===== config.mk =====
export PLATFORM = sky130hd
export DESIGN_NAME = red_ctrl_front
export DESIGN_NICKNAME = d
export VERILOG_FILES = /design/src/rtl/red_ctrl_front.sv
export SDC_FILE = /design/constraint.sdc
export NUM_CORES = 1
export LEC_CHECK = 0
export BUFFER_PORTS_ARGS = -buffer_cell sky130_fd_sc_hd__buf_4
export CAP_MARGIN = 20
export CORE_UTILIZATION = 55
export CTS_CLUSTER_DIAMETER = 30
export DETAILED_ROUTE_END_ITERATION = 16
export HOLD_SLACK_MARGIN = 0.12
export PLACE_DENSITY = 0.84
export SLEW_MARGIN = 40
export SYNTH_ARGS = -nofsm -noshare
export SYNTH_HDL_FRONTEND = slang
export SYNTH_SLANG_ARGS = --single-unit

===== constraint.sdc =====
create_clock -name clk -period 4.95 [get_ports clk]
set_input_delay 0.495 -clock clk [delete_from_list [all_inputs] [get_ports clk]]
set_output_delay 0.495 -clock clk [all_outputs]
set_load 0.01 [all_outputs]

===== src/rtl/red_ctrl_front.sv =====
// ============================================================================
// red_ctrl_front
// ----------------------------------------------------------------------------
// Two-stage fetch/decode front end for the reduced RISC-V execute datapath.
//
//   F stage : the PC register drives instruction memory (instr_addr = PC). The
//             returned word is captured into the instruction register (IR)
//             together with its own PC (pc_d).
//   D stage : IR is decoded combinationally into every control and operand
//             input of the datapath. Branches and jal resolve here, using the
//             datapath's Zero flag for the instruction currently in D. A taken
//             transfer loads the target into PC and marks IR invalid, so the
//             word fetched on the wrong path is dropped. That costs one bubble.
//
// Supported instructions: add sub and or slt, addi andi ori slti, lui, lw, sw,
// beq bne, jal. Anything else that reaches D with a valid IR raises 'illegal'.
// The hardware treats it as a bubble: it issues no writes and does not redirect.
//
// Optional feature (compile-time macro RED_ILLEGAL_HALT_EN):
//   defined   : an illegal instruction in D sets a sticky illegal flag and
//               freezes PC/IR exactly as en = 0 would, until reset.
//   undefined : illegal is high only while the offending word sits in D and
//               the pipeline keeps running.
//
// Ports:
//   clk         in   rising-edge clock
//   rst_n       in   asynchronous active-low reset
//   en          in   run enable; low freezes PC, IR and pc_d
//   instr_addr  out  fetch address (= PC)
//   instr       in   instruction word, combinational read of instr_addr
//   Zero        in   datapath ALU zero flag for the instruction in D
//   ImmOp       out  sign-extended immediate of the D instruction
//   RegWrite    out  register file write enable
//   ALUctrl     out  000 add, 001 sub, 010 and, 011 or, 101 slt
//   ALUsrc      out  1 selects ImmOp as ALU operand 2
//   rs1/rs2/rd  out  register indices
//   MemWrite    out  data memory write enable
//   ResultSrc   out  00 ALU, 01 memory, 1x PCPlus4
//   PCPlus4     out  PC of the D instruction + 4
//   illegal     out  D holds a valid but unsupported instruction
// ============================================================================
module red_ctrl_front #(
    parameter int                    DATA_WIDTH    = 32,
    parameter int                    ADDRESS_WIDTH = 5,
    parameter int                    ALUctrl_WIDTH = 3,
    parameter logic [DATA_WIDTH-1:0] RESET_PC      = 32'h0
) (
    input  logic                     clk,
    input  logic                     rst_n,
    input  logic                     en,
    output logic [DATA_WIDTH-1:0]    instr_addr,
    input  logic [DATA_WIDTH-1:0]    instr,
    input  logic                     Zero,
    output logic [DATA_WIDTH-1:0]    ImmOp,
    output logic                     RegWrite,
    output logic [ALUctrl_WIDTH-1:0] ALUctrl,
    output logic                     ALUsrc,
    output logic [ADDRESS_WIDTH-1:0] rs1,
    output logic [ADDRESS_WIDTH-1:0] rs2,
    output logic [ADDRESS_WIDTH-1:0] rd,
    output logic                     MemWrite,
    output logic [1:0]               ResultSrc,
    output logic [DATA_WIDTH-1:0]    PCPlus4,
    output logic                     illegal
);

    // RV32I major opcodes used by the supported subset
    localparam logic [6:0] OP_REG    = 7'b0110011;
    localparam logic [6:0] OP_IMM    = 7'b0010011;
    localparam logic [6:0] OP_LOAD   = 7'b0000011;
    localparam logic [6:0] OP_STORE  = 7'b0100011;
    localparam logic [6:0] OP_BRANCH = 7'b1100011;
    localparam logic [6:0] OP_LUI    = 7'b0110111;
    localparam logic [6:0] OP_JAL    = 7'b1101111;

    // ALU operation encodings understood by the execute datapath
    localparam logic [ALUctrl_WIDTH-1:0] ALU_ADD = ALUctrl_WIDTH'(0);
    localparam logic [ALUctrl_WIDTH-1:0] ALU_SUB = ALUctrl_WIDTH'(1);
    localparam logic [ALUctrl_WIDTH-1:0] ALU_AND = ALUctrl_WIDTH'(2);
    localparam logic [ALUctrl_WIDTH-1:0] ALU_OR  = ALUctrl_WIDTH'(3);
    localparam logic [ALUctrl_WIDTH-1:0] ALU_SLT = ALUctrl_WIDTH'(5);

    // ResultSrc encodings
    localparam logic [1:0] RES_ALU = 2'b00;
    localparam logic [1:0] RES_MEM = 2'b01;
    localparam logic [1:0] RES_PC4 = 2'b10;

    // Pipeline state
    logic [DATA_WIDTH-1:0] pc;
    logic [DATA_WIDTH-1:0] pc_d;
    logic [31:0]           ir;
    logic                  ir_valid;

    // Instruction fields of the word held in D
    logic [6:0] opcode;
    logic [2:0] funct3;
    logic [6:0] funct7;

    // Immediate candidates, all sign-extended to DATA_WIDTH
    logic [DATA_WIDTH-1:0] imm_i;
    logic [DATA_WIDTH-1:0] imm_s;
    logic [DATA_WIDTH-1:0] imm_b;
    logic [DATA_WIDTH-1:0] imm_u;
    logic [DATA_WIDTH-1:0] imm_j;

    // Raw decode results, before gating by IR validity
    logic                     dec_legal;
    logic                     dec_reg_write;
    logic                     dec_mem_write;
    logic                     dec_is_beq;
    logic                     dec_is_bne;
    logic                     dec_is_jal;
    logic                     dec_rs1_zero;
    logic [ALUctrl_WIDTH-1:0] dec_alu;
    logic                     dec_alu_src;
    logic [1:0]               dec_result_src;
    logic [DATA_WIDTH-1:0]    dec_imm;

    // Control derived from the decode
    logic                  illegal_now;
    logic                  active;
    logic                  taken;
    logic                  halt;
    logic                  advance;
    logic [DATA_WIDTH-1:0] target;

    assign opcode = ir[6:0];
    assign funct3 = ir[14:12];
    assign funct7 = ir[31:25];

    assign imm_i = {{(DATA_WIDTH-12){ir[31]}}, ir[31:20]};
    assign imm_s = {{(DATA_WIDTH-12){ir[31]}}, ir[31:25], ir[11:7]};
    assign imm_b = {{(DATA_WIDTH-13){ir[31]}}, ir[31], ir[7], ir[30:25], ir[11:8], 1'b0};
    assign imm_u = {{(DATA_WIDTH-31){ir[31]}}, ir[30:12], 12'b0};
    assign imm_j = {{(DATA_WIDTH-21){ir[31]}}, ir[31], ir[19:12], ir[20], ir[30:21], 1'b0};

    // Instruction decoder. Everything defaults to zero, so the all-zero IR
    // loaded by reset decodes to all-zero operand/control outputs. Any opcode
    // or funct combination outside the supported set leaves dec_legal low.
    always_comb begin
        dec_legal      = 1'b0;
        dec_reg_write  = 1'b0;
        dec_mem_write  = 1'b0;
        dec_is_beq     = 1'b0;
        dec_is_bne     = 1'b0;
        dec_is_jal     = 1'b0;
        dec_rs1_zero   = 1'b0;
        dec_alu        = ALU_ADD;
        dec_alu_src    = 1'b0;
        dec_result_src = RES_ALU;
        dec_imm        = '0;

        case (opcode)
            OP_REG: begin
                dec_reg_write = 1'b1;
                if (funct7 == 7'b0000000) begin
                    case (funct3)
                        3'b000:  begin dec_legal = 1'b1; dec_alu = ALU_ADD; end
                        3'b111:  begin dec_legal = 1'b1; dec_alu = ALU_AND; end
                        3'b110:  begin dec_legal = 1'b1; dec_alu = ALU_OR;  end
                        3'b010:  begin dec_legal = 1'b1; dec_alu = ALU_SLT; end
                        default: dec_legal = 1'b0;
                    endcase
                end else if (funct7 == 7'b0100000 && funct3 == 3'b000) begin
                    dec_legal = 1'b1;
                    dec_alu   = ALU_SUB;
                end
            end

            OP_IMM: begin
                dec_reg_write = 1'b1;
                dec_alu_src   = 1'b1;
                dec_imm       = imm_i;
                case (funct3)
                    3'b000:  begin dec_legal = 1'b1; dec_alu = ALU_ADD; end
                    3'b111:  begin dec_legal = 1'b1; dec_alu = ALU_AND; end
                    3'b110:  begin dec_legal = 1'b1; dec_alu = ALU_OR;  end
                    3'b010:  begin dec_legal = 1'b1; dec_alu = ALU_SLT; end
                    default: dec_legal = 1'b0;
                endcase
            end

            // lui is computed by the ALU as x0 + imm, so rs1 is forced to zero
            // regardless of what the immediate bits happen to hold there.
            OP_LUI: begin
                dec_legal     = 1'b1;
                dec_reg_write = 1'b1;
                dec_rs1_zero  = 1'b1;
                dec_alu_src   = 1'b1;
                dec_imm       = imm_u;
            end

            OP_LOAD: begin
                dec_legal      = (funct3 == 3'b010);
                dec_reg_write  = 1'b1;
                dec_alu_src    = 1'b1;
                dec_result_src = RES_MEM;
                dec_imm        = imm_i;
            end

            OP_STORE: begin
                dec_legal     = (funct3 == 3'b010);
                dec_mem_write = 1'b1;
                dec_alu_src   = 1'b1;
                dec_imm       = imm_s;
            end

            // Branches compare by subtraction; Zero from the datapath decides.
            OP_BRANCH: begin
                dec_legal  = (funct3 == 3'b000) || (funct3 == 3'b001);
                dec_is_beq = (funct3 == 3'b000);
                dec_is_bne = (funct3 == 3'b001);
                dec_alu    = ALU_SUB;
                dec_imm    = imm_b;
            end

            OP_JAL: begin
                dec_legal      = 1'b1;
                dec_is_jal     = 1'b1;
                dec_reg_write  = 1'b1;
                dec_result_src = RES_PC4;
                dec_imm        = imm_j;
            end

            default: dec_legal = 1'b0;
        endcase
    end

    // Only a valid, legal instruction may write state or redirect fetch.
    // Bubbles and illegal words keep the rest of the decode visible but inert.
    assign illegal_now = ir_valid & ~dec_legal;
    assign active      = ir_valid & dec_legal;
    assign taken       = active & ((dec_is_beq & Zero) | (dec_is_bne & ~Zero) | dec_is_jal);
    assign target      = pc_d + dec_imm;

`ifdef RED_ILLEGAL_HALT_EN
    logic illegal_sticky;

    // Sticky illegal flag. Once an illegal word reaches D the front end stays
    // frozen (the illegal word stays in D) until the next reset.
    always_ff @(posedge clk or negedge rst_n) begin
        if (!rst_n) begin
            illegal_sticky <= 1'b0;
        end else if (illegal_now) begin
            illegal_sticky <= 1'b1;
        end
    end

    // The freeze also applies in the cycle the illegal word is first seen, so
    // the following word never overwrites it in IR.
    assign halt    = illegal_sticky | illegal_now;
    assign illegal = illegal_sticky | illegal_now;
`else
    assign halt    = 1'b0;
    assign illegal = illegal_now;
`endif

    assign advance = en & ~halt;

    // PC / IR / pc_d registers. A redirect loads the target into PC and drops
    // the word currently being fetched by clearing ir_valid. IR and pc_d hold
    // their contents, so the decode outputs stay stable during the bubble.
    // A taken branch seen while en is low waits; Zero is evaluated again on
    // the first enabled edge.
    always_ff @(posedge clk or negedge rst_n) begin
        if (!rst_n) begin
            pc       <= RESET_PC;
            pc_d     <= RESET_PC;
            ir       <= '0;
            ir_valid <= 1'b0;
        end else if (advance) begin
            if (taken) begin
                pc       <= target;
                ir_valid <= 1'b0;
            end else begin
                pc       <= pc + DATA_WIDTH'(4);
                ir       <= instr[31:0];
                pc_d     <= pc;
                ir_valid <= 1'b1;
            end
        end
    end

    assign instr_addr = pc;
    assign PCPlus4    = pc_d + DATA_WIDTH'(4);
    assign ImmOp      = dec_imm;
    assign ALUctrl    = dec_alu;
    assign ALUsrc     = dec_alu_src;
    assign ResultSrc  = dec_result_src;
    assign rs1        = dec_rs1_zero ? '0 : ADDRESS_WIDTH'(ir[19:15]);
    assign rs2        = ADDRESS_WIDTH'(ir[24:20]);
    assign rd         = ADDRESS_WIDTH'(ir[11:7]);
    assign RegWrite   = active & dec_reg_write;
    assign MemWrite   = active & dec_mem_write;

endmodule

== Word level (Yosys, flattened, before mapping) ==
Index checks and enable logic that the tools add are counted.
Word-level totals
  bits in read-only memories: 0
  memories kept: 0
  input bits: 36
  RAM bits: 0
  flip-flop bits (word level): 97
  bits in latches: 0
Operators by class
  div/mod/pow operators: 0
  add/subtract/negate cells: 3
  order comparisons: 0
  muxes and demuxes: 20
  shift operators: 0
  multipliers: 0
  reductions and logical operators: 11
  bitwise operators: 12
  equality and inequality tests: 12
Operator list (number)
  case mux 32 bit (5 select lines): 1
  adder 32 x 3 -> 32 bit, second input constant: 2
  adder 32 bit: 1
  two-way mux 32 bit: 1
  equality test 7 x 6 -> 1 bit, second input constant: 4
  case mux 3 bit (3 select lines): 2
  equality test 7 bit, second input constant: 2
  two-way mux 1 bit: 12
  OR reduction 4 bit: 2
  AND 1 bit: 7
  equality test 7 x 2 -> 1 bit, second input constant: 1
  equality test 7 x 5 -> 1 bit, second input constant: 1
  zero test 7 bit: 1
  equality test 3 bit, second input constant: 2
  OR reduction 2 bit: 3
  two-way mux 5 bit: 1
  case mux 1 bit (5 select lines): 1
  OR reduction 5 bit: 1
  case mux 2 bit (2 select lines): 1
  equality test 3 x 1 -> 1 bit, second input constant: 1
  equality test 3 x 2 -> 1 bit, second input constant: 1
  zero test 3 bit: 1
  two-way mux 3 bit: 1
  NOT 1 bit: 3
  4 further kinds: 5

== Logic depth before layout (Yosys ltp) ==
Gate-level depths: netlist of run 1.
  depth in word-level cells: 9
  gate-level depth with buffers: 16
  depth with buffers taken out: 13

== Worst setup path after synthesis of run 1 ==
No wires, ideal clock.
  path type: flip-flop to flip-flop
  start point: register ir[5]
  end point: register pc[26], in the netlist instr_addr[26]
  data arrival time: 3569 ps
  path buffers: 3
  cell stages (with the launch flop): 16
  setup slack: 1304 ps
  data required time: 4873 ps
  period minus slack after synthesis: 3646 ps
  library setup time: 77 ps
  path through: dfrtp_1 clkbuf_1 nand2_1 nor3b_1 or2_2 and2_1 clkbuf_1 a21o_1 ha_1 clkbuf_1 nand4_1 or4_1 o32ai_1 o21ai_1 xor2_1 a21oi_1
Between the ends
  elaborated cells on any way between the ends: 23
RTL lines
  from (decl): RTL line 91  | logic [31:0] ir;
  from (signal assigned): RTL line 277  | ir <= instr[31:0];
  equality test 7 x 5 -> 1 bit / equality test 7 x 2 -> 1 bit (equally long branches): RTL line 153  | case (opcode)
  OR reduction 2 bit (no line)
  case mux 32 bit (5 select lines) *: RTL line 153
  named net ImmOp[20]: RTL line 54  | output logic [DATA_WIDTH-1:0] ImmOp,
  adder 32 bit *: RTL line 234  | assign target = pc_d + dec_imm;
  two-way mux 32 bit *: RTL line 272  | if (taken) begin
  to (signal assigned): RTL line 273  | pc <= target;
  to (signal assigned): RTL line 276  | pc <= pc + DATA_WIDTH'(4);
  to (decl): RTL line 89  | logic [DATA_WIDTH-1:0] pc;
The timed path passes the listed nets; every way through them passes the cells marked *.
A chain may end at the register's enable or synchronous reset.

== Worst setup path in the final report of run 1 ==
  start point: register ir[3]
  end point: register pc[16], in the netlist instr_addr[16]
Between the ends
  cells in the longest elaborated chain, start to end: 7
  elaborated cells on any way between the ends: 23
Ends and longest elaborated chain (RTL line)
  parallel branches: the longest is 6 deep, another holds adder 32 bit
  two-way mux 32 bit *: 272
Mark *: on every way between the ends.

==> results.md, run 1 <==
- The number of antenna diodes in the final layout is 0.
- The floorplan step defined a die boundary enclosing 0.0136 mm².
- The max-cap violation count is 0.
- The HPWL after detailed placement is 17.6 mm.
- Buffers placed on the I/O ports in this run total 155.
- For this run, the slowest stage of the critical path takes 0.48 ns.
- The clock tree buffer depth is 2.
- The worst hold path belongs to the class in -> async.
- The cell repeated most along the worst path is sky130_fd_sc_hd__a21oi_1.
- In the final layout, the share of cells above drive strength 1 is 0.195.
- The fraction of the cycle the final worst path needs is 0.785.
- At the end of routability-driven placement, the weighted congestion stood at 0.971.
- The critical path data arrival time is 4.14 ns.
- The critical path is of the reg -> reg type.
- In this run the cell area of the synthesized design comes to 0.00725 mm².
- The category of the worst setup path launch point is a flop.
- The number of gates resized after CTS was 0.
- Counting the fill cells in the layout gives 1115.
- The initial antenna violation count is 0.
- The static leakage is 4.49 nW.
- The source-to-sink clock delay at the later pin of the worst-skew pair is 0.36 ns.
- The TritonCTS clock tree is done.
- The global router's overall resource usage is 0.356.
- Buffers inserted during clock tree synthesis total 9.
- From synthesis to final layout, the design area changed by 20.7%.
- The sequential cell area is 0.00243 mm².
- The slowest cell on the critical path is sky130_fd_sc_hd__o31ai_2.
- The net count of the finished layout is 1114.
- The summed negative setup slack over all endpoints is 0 ns.
- The area of the core region is 0.0127 mm².
- Entering global routing, the biggest net connects 54 pins.
- The initial standard-cell utilization of the core is 0.570.
- The x dimension of the die is 117 µm.
- STA puts the critical path data required time at 5.20 ns.
- The remaining antenna violation count is 0.
- The number of synthesized flops with an enable pin is 0.
- The total of endpoints with negative setup slack in the final report is 0.
- The number of hold violations in the final report was 0.
- The multi-input logic area is 0.00449 mm².
- In this run the count of I/O pins placed on the die edge is 156.
- Clock tree synthesis selected as its root buffer the cell sky130_fd_sc_hd__clkbuf_16.
- The number of global-route vias before repair is 6859.
- The highest layer used for signal routing is met4.
- The average instance in the mapped netlist occupies 7.85 µm².
- The maximum clock rate is 257 MHz.
- The H-tree depth reported by CTS is 3.
- Traced cell by cell, the critical path runs through nand4bb_1 > or2_2 > o21bai_1 > a22o_1 > ha_1 > a21oi_1 > o22ai_1 > o31ai_2 > o21ai_0 > a21oi_1 > xor2_1 > a221oi_1.
- The max-slew headroom at the worst pin is 0.491.
- The remaining design rule violation count is 0.
- The commonest register cell after synthesis is sky130_fd_sc_hd__dfrtp_1.
- Synthesis produced a netlist with a net count of 993.
- The most common cell after layout, fill and taps aside is sky130_fd_sc_hd__nand2_1.
- The routed length on met3 is 1.71 mm.
- The largest delay contributor family on the critical path is compound AO/OA/AOI/OAI gates.
- STA classifies the critical path endpoint as a flop.
- The number of hold buffers added after CTS is 0.
- The clock net in this run drives a total of 97 sinks.
- On the final layout, the worst hold slack is 0.119 ns.
- The fraction of synthesis flops using an asynchronous set or reset pin is 1.00.
- The iteration-0 DRC count of the detailed router is 676.
- At the pin with the least slew margin, the transition time is 0.761 ns.
- The met2 layer wire length in the routed design is 10.8 mm.
- The share of the Yosys chip area taken by registers is 0.335.
- The routed layout has 7198 vias.
- The number of setup buffers added after CTS is 0.
- The final period demand of the worst path is 3.89 ns.
- The floorplan has 41 rows.
- The first detailed-routing pass took 5 iterations.
- The global-route wire length before repair is 36.4 mm.
- The flip-flop and latch count after synthesis is 97.
- The detail-routed via count per cell is 5.90.
- Of all nets on the critical path, the largest fanout is 6.
- For this design the ratio of total power to cell area is 287 mW/mm².
- After clock tree synthesis, the clock-pin slew on the worst setup and hold paths is 0.07 ns.
- The buffering stage count on the worst path with inverters included is 0.
- The post-detailed-route wirelength per cell is 19.1 µm.
- The distinct cell type count of the synthesized netlist is 74.
- Global routing finished with a remaining overflow of 0.
- The die boundary height is 117 µm.
- After detailed routing, the wire length on met1 is 9.90 mm.
- The flow ran to the end, and the final reports show no timing, DRC or antenna violations.
- Counting every instance in the synthesized netlist gives 923.
- The count of final max-slew check failures is 0.
- IR analysis of the VDD net gives a maximum drop of 259 µV.
- The number of warnings issued by yosys is 0.
- In the layout the commonest cells are 260 x sky130_fd_sc_hd__nand2_1, 160 x sky130_fd_sc_hd__buf_4, 97 x sky130_fd_sc_hd__dfrtp_1, 55 x sky130_fd_sc_hd__a21oi_1, 44 x sky130_fd_sc_hd__o21ai_0.
- The clock skew is 0.0118 ns.
- The wire length reported by the detailed router is 23.3 mm.
- Setup repair after global routing left no endpoint under its margin.
==> cell type report <==
cell class / instances / share of cell area
multi-input cells: 754 / 0.514
flip-flops and latches: 97 / 0.277
repair buffers: 162 / 0.142
clock buffers: 10 / 0.0273
well taps: 172 / 0.0246
inverters: 20 / 0.00858
clock inverters: 6 / 0.00629
==> logic make-up after synthesis <==
family	Yosys count	share of synthesized area
adder cells (fa/ha/maj)	34	0.0597
AO/OA/AOI/OAI	212	0.194
buffers and inverters	72	0.0490
XOR/XNOR	70	0.0846
AND/OR/NAND/NOR	436	0.275
flip-flops	97	0.335
multiplexers	2	0.00276
==> sequential cells by signal (all words and copies together) (netlist names) <==
signal,cells
instr_addr,32
ir,32
ir_valid,1
pc_d,32
==> per-stage QoR <==
stage           util  cells  worst slack, ns  cell area, µm²  total power, mW
2_1_floorplan      -    923             1.30            7250             1.47
3_3_place_gp   0.660   1203             1.25            8400             1.78
3_5_place_dp   0.664   1205             1.12            8450             1.81
4_1_cts        0.688   1221             1.12            8750             2.51
5_1_grt        0.688   1221            0.682            8750             2.65
6_report       0.688   1221             1.06            8750             2.51
==> power by group <==
group	leakage [nW]	internal, mW	switching [mW]	total (mW)
sequential	1.22	0.901	0.189	1.09
combinational	3.14	0.337	0.377	0.715
clock	0.140	0.366	0.341	0.707
total	4.49	1.60	0.907	2.51
==> worst register-to-register path: stages (launching register included) <==
cell and delay (ns):
sky130_fd_sc_hd__dfrtp_1 0.43, sky130_fd_sc_hd__nand4bb_1 0.29, sky130_fd_sc_hd__or2_2 0.38, sky130_fd_sc_hd__o21bai_1 0.41, sky130_fd_sc_hd__a22o_1 0.28, sky130_fd_sc_hd__ha_1 0.29
sky130_fd_sc_hd__a21oi_1 0.25, sky130_fd_sc_hd__o22ai_1 0.16, sky130_fd_sc_hd__o31ai_2 0.48, sky130_fd_sc_hd__o21ai_0 0.24, sky130_fd_sc_hd__a21oi_1 0.22, sky130_fd_sc_hd__xor2_1 0.09
sky130_fd_sc_hd__a221oi_1 0.27
==> per-layer routing <==
metal  track usage  vias up
li1              -     3442
met1         0.455     3418
met2         0.579      286
met3        0.0747       52
met4         0.166        0
met5             0        -
==> final timing paths <==
path | from | end | slack [ns] | cells past startpoint
setup / recovery | ir[3]$_DFFE_PN0P_ | instr_addr[16]$_DFFE_PN0P_ | 1.06 | 12
hold / removal | rst_n | ir[8]$_DFFE_PN0P_ | 0.12 | 1
setup reg to reg | ir[3]$_DFFE_PN0P_ | instr_addr[16]$_DFFE_PN0P_ | 1.06 | 12
hold reg to reg | ir[17]$_DFFE_PN0P_ | ir[17]$_DFFE_PN0P_ | 0.50 | 2
max in group asynchronous | rst_n | pc_d[22]$_DFFE_PN0P_ | 3.71 | 2
min in group clk | instr[1] | ir[1]$_DFFE_PN0P_ | 0.32 | 3
==> cell usage after synthesis, types with 7 or more instances <==
| library cell | count | area [µm²] |
|---|---|---|
| sky130_fd_sc_hd__nand2_1 | 262 | 983 |
| sky130_fd_sc_hd__dfrtp_1 | 97 | 2430 |
| sky130_fd_sc_hd__a21oi_1 | 56 | 280 |
| sky130_fd_sc_hd__o21ai_0 | 44 | 220 |
| sky130_fd_sc_hd__nor2_1 | 41 | 154 |
| sky130_fd_sc_hd__xnor2_1 | 40 | 350 |
| sky130_fd_sc_hd__ha_1 | 33 | 413 |
| sky130_fd_sc_hd__xor2_1 | 30 | 263 |
| sky130_fd_sc_hd__a21o_1 | 28 | 210 |
| sky130_fd_sc_hd__nand3_1 | 28 | 140 |
| sky130_fd_sc_hd__buf_2 | 20 | 100 |
| sky130_fd_sc_hd__inv_1 | 20 | 75.1 |
| sky130_fd_sc_hd__clkbuf_1 | 18 | 67.6 |
| sky130_fd_sc_hd__nand4_1 | 16 | 100 |
| sky130_fd_sc_hd__and2_1 | 14 | 87.6 |
| sky130_fd_sc_hd__and3_1 | 14 | 87.6 |
| sky130_fd_sc_hd__buf_4 | 12 | 90.1 |
| sky130_fd_sc_hd__nor2b_1 | 9 | 56.3 |
| sky130_fd_sc_hd__nor3_1 | 9 | 45.0 |
| sky130_fd_sc_hd__o211ai_1 | 7 | 52.6 |
| sky130_fd_sc_hd__or2_2 | 7 | 43.8 |
No activity file was read; power rests on OpenSTA's default activity.
==> inputs of run 2 (changes only) <==
clock period = 4 ns   (was 4.95 ns; I/O delays follow)
==> results.md, run 2 (synthesized netlist as in run 1, its figures left out) <==
- The detail-routed via count per cell is 5.99.
- The critical path class is reg -> reg.
- The iteration count of the initial detailed-routing pass is 5.
- The clock-pin slew on the worst setup and hold paths is 0.08 ns.
- In this run the power density over the cells is 354 mW/mm².
- Once layout is done, the placed cells without fillers occupy 0.00879 mm².
- The detailed router placed 7361 vias in this run.
- The number of primary I/O pins is 156.
- The clock skew is 0.00731 ns.
- The number of hold violations in the final report is 0.
- Of the total power, registers draw 0.431.
- At the end of routability-driven placement, the weighted congestion stood at 0.988.
- The source-to-sink clock delay at the later pin of the worst-skew pair is 0.36 ns.
- The H-tree depth reported by CTS is 3.
- The detail route stage leaves a number of antenna-violating nets equal to 0.
- For this run, design rule violations remaining after detail routing come to 0.
- The run finished with clean final reports.
- Of all nets on the critical path, the largest fanout is 11.
- The remaining global-route overflow is 0.
- The first routing iteration left 605 violations.
- The number of instances on the worst hold path is 3.
- The layout filler cell count is 1124.
- In the final design database the tool counted 1121 nets.
- From synthesis to final layout, the design area changed by 21.4%.
- The initial antenna violation count is 0.
- The buffer cell driving the clock tree root is sky130_fd_sc_hd__clkbuf_16.
- The max-slew headroom at the worst pin is 0.532.
- The switching portion of total power is 0.366.
- The tool flagged a number of max-cap violations equal to 0.
- The clock period could shrink to 3.83 ns.
- The post-CTS setup-driven buffer insertion count is 0.
- The global-route wire length before repair is 34.8 mm.
- The number of global-route vias before repair is 6576.
- For this run, the total global-route usage over all layers was measured as 0.340.
- The wire length reported by the detailed router is 22.7 mm.
- The initial standard-cell utilization of the core is 0.570.
- Entering global routing, the biggest net connects 64 pins.
- The number of clock buffers inserted by TritonCTS is 9.
- The floorplan step set the die height to 117 µm.
- At the worst endpoint, the required time is 4.25 ns.
- The overall die area is 0.0136 mm².
- For the pin with the worst max-slew slack, the measured transition is 0.701 ns.
- The internal power of the cells totals 1.98 mW.
- For this design the static power due to leakage is 4.53 nW.
- The row count is 41.
- The worst min-delay path class is in -> reg.
- The worst setup path is launched from a flop.
- The number of port buffers is 155.
- The core region is 0.0127 mm².
- The relative contribution of the clock network to total power is 0.285.
- The fraction of the cycle the final worst path needs is 0.956.
- Setup violations remaining at the end of the flow were counted as 0.
- TritonCTS built the clock tree.
- The maximum clock rate is 261 MHz.
- The cell area reported after detailed placement is 0.00846 mm².
- Of the total power, combinational logic draws 0.284.
- The most common cell after layout, fill and taps aside is sky130_fd_sc_hd__nand2_1.
- At the worst endpoint, the arrival time is 4.08 ns.
- The longest clock path from root to sink contains 2 buffers.
- The overall power after layout is 3.11 mW.
- For this design, the sink count on the clock tree is 97.
- Across the VDD grid, the largest voltage drop is 175 µV.
- The wire-length estimate of the detail-placed layout is 17.3 mm.
- The number of antenna repair diodes is 0.
- The post-detailed-route wirelength per cell is 18.5 µm.
- The count of cells along the worst register-to-register path is 13.
- The critical path capture point type is a flop.
- The fraction of layout instances using a drive strength above 1 is 0.203.
- For this design the total switching power over the nets is 1.14 mW.
- The count of final max-slew check failures is 0.
- The top cell types in the final layout, fill and taps aside, are 261 x sky130_fd_sc_hd__nand2_1, 167 x sky130_fd_sc_hd__buf_4, 97 x sky130_fd_sc_hd__dfrtp_1, 55 x sky130_fd_sc_hd__a21oi_1, 44 x sky130_fd_sc_hd__o21ai_0.
- The x dimension of the die is 117 µm.
-- run 2: area by class of cell --
class | instances | area (µm²) | share of cell area
multi-input combinational | 754 | 4500 | 0.512
tap | 172 | 215 | 0.0245
sequential | 97 | 2430 | 0.276
inverter | 20 | 75.1 | 0.00854
timing repair buffer | 169 | 1270 | 0.145
clock buffer | 9 | 225 | 0.0256
clock inverter | 7 | 72.6 | 0.00825
-- run 2: power by group through the flow --
| stage | registers [mW] | logic [mW] | clock network [mW] |
|---|---|---|---|
| floorplan | 1.30 | 0.521 | 0 |
| global placement | 1.35 | 0.857 | 0 |
| detailed placement | 1.35 | 0.879 | 0 |
| CTS | 1.34 | 0.883 | 0.889 |
| global route | 1.36 | 0.989 | 0.923 |
| finish | 1.34 | 0.886 | 0.887 |
-- run 2: stage by stage --
step	setup WS (ns)	instances	util	hold WS, ns	TNS (ns)
detailed placement	0.188	1211	0.665	0.492	0
finish	0.174	1228	0.691	0.219	0
floorplan	0.354	923	-	0.104	0
global placement	0.252	1211	0.665	0.484	0
CTS	0.177	1227	0.689	0.167	0
global route	-0.0279	1228	0.691	0.226	-0.0367
-- run 2: worst max-delay path, stage by stage, from the launching register on --
cell and delay (ns):
sky130_fd_sc_hd__dfrtp_1 0.47, sky130_fd_sc_hd__and4b_1 0.24, sky130_fd_sc_hd__and4_4 0.22, sky130_fd_sc_hd__or2_2 0.33, sky130_fd_sc_hd__and2_1 0.30, sky130_fd_sc_hd__a21o_1 0.25
sky130_fd_sc_hd__ha_1 0.42, sky130_fd_sc_hd__a21oi_1 0.19, sky130_fd_sc_hd__o21ai_0 0.16, sky130_fd_sc_hd__o311ai_0 0.34, sky130_fd_sc_hd__o211ai_1 0.15, sky130_fd_sc_hd__a31oi_1 0.24
sky130_fd_sc_hd__xnor2_1 0.11, sky130_fd_sc_hd__a211o_1 0.29
-- run 2: worst paths after layout --
check,to,start,slack [ns]
max,instr_addr[31]$_DFFE_PN0P_,ir[5]$_DFFE_PN0P_,0.17
min,ir[14]$_DFFE_PN0P_,instr[14],0.22
max reg2reg,instr_addr[31]$_DFFE_PN0P_,ir[5]$_DFFE_PN0P_,0.17
min reg2reg,ir[17]$_DFFE_PN0P_,ir[17]$_DFFE_PN0P_,0.51
max in group asynchronous,instr_addr[29]$_DFFE_PN0P_,rst_n,2.71
min in group asynchronous,ir[23]$_DFFE_PN0P_,rst_n,0.60
-- run 2: per-layer routing --
layer | vias to the layer above | GRT usage | routed length (µm)
met4 | 0 | 0.154 | 839
met1 | 3482 | 0.457 | 9660
met5 | - | 0 | 0
met3 | 62 | 0.0458 | 1690
met2 | 357 | 0.547 | 10500
li1 | 3460 | - | -
-- run 2: repair_timing --
action	in CTS	in global routing
endpoints found under the setup margin	0	13
hold buffers	0	1
gates resized for setup	0	5
endpoints found under the hold margin	0	61
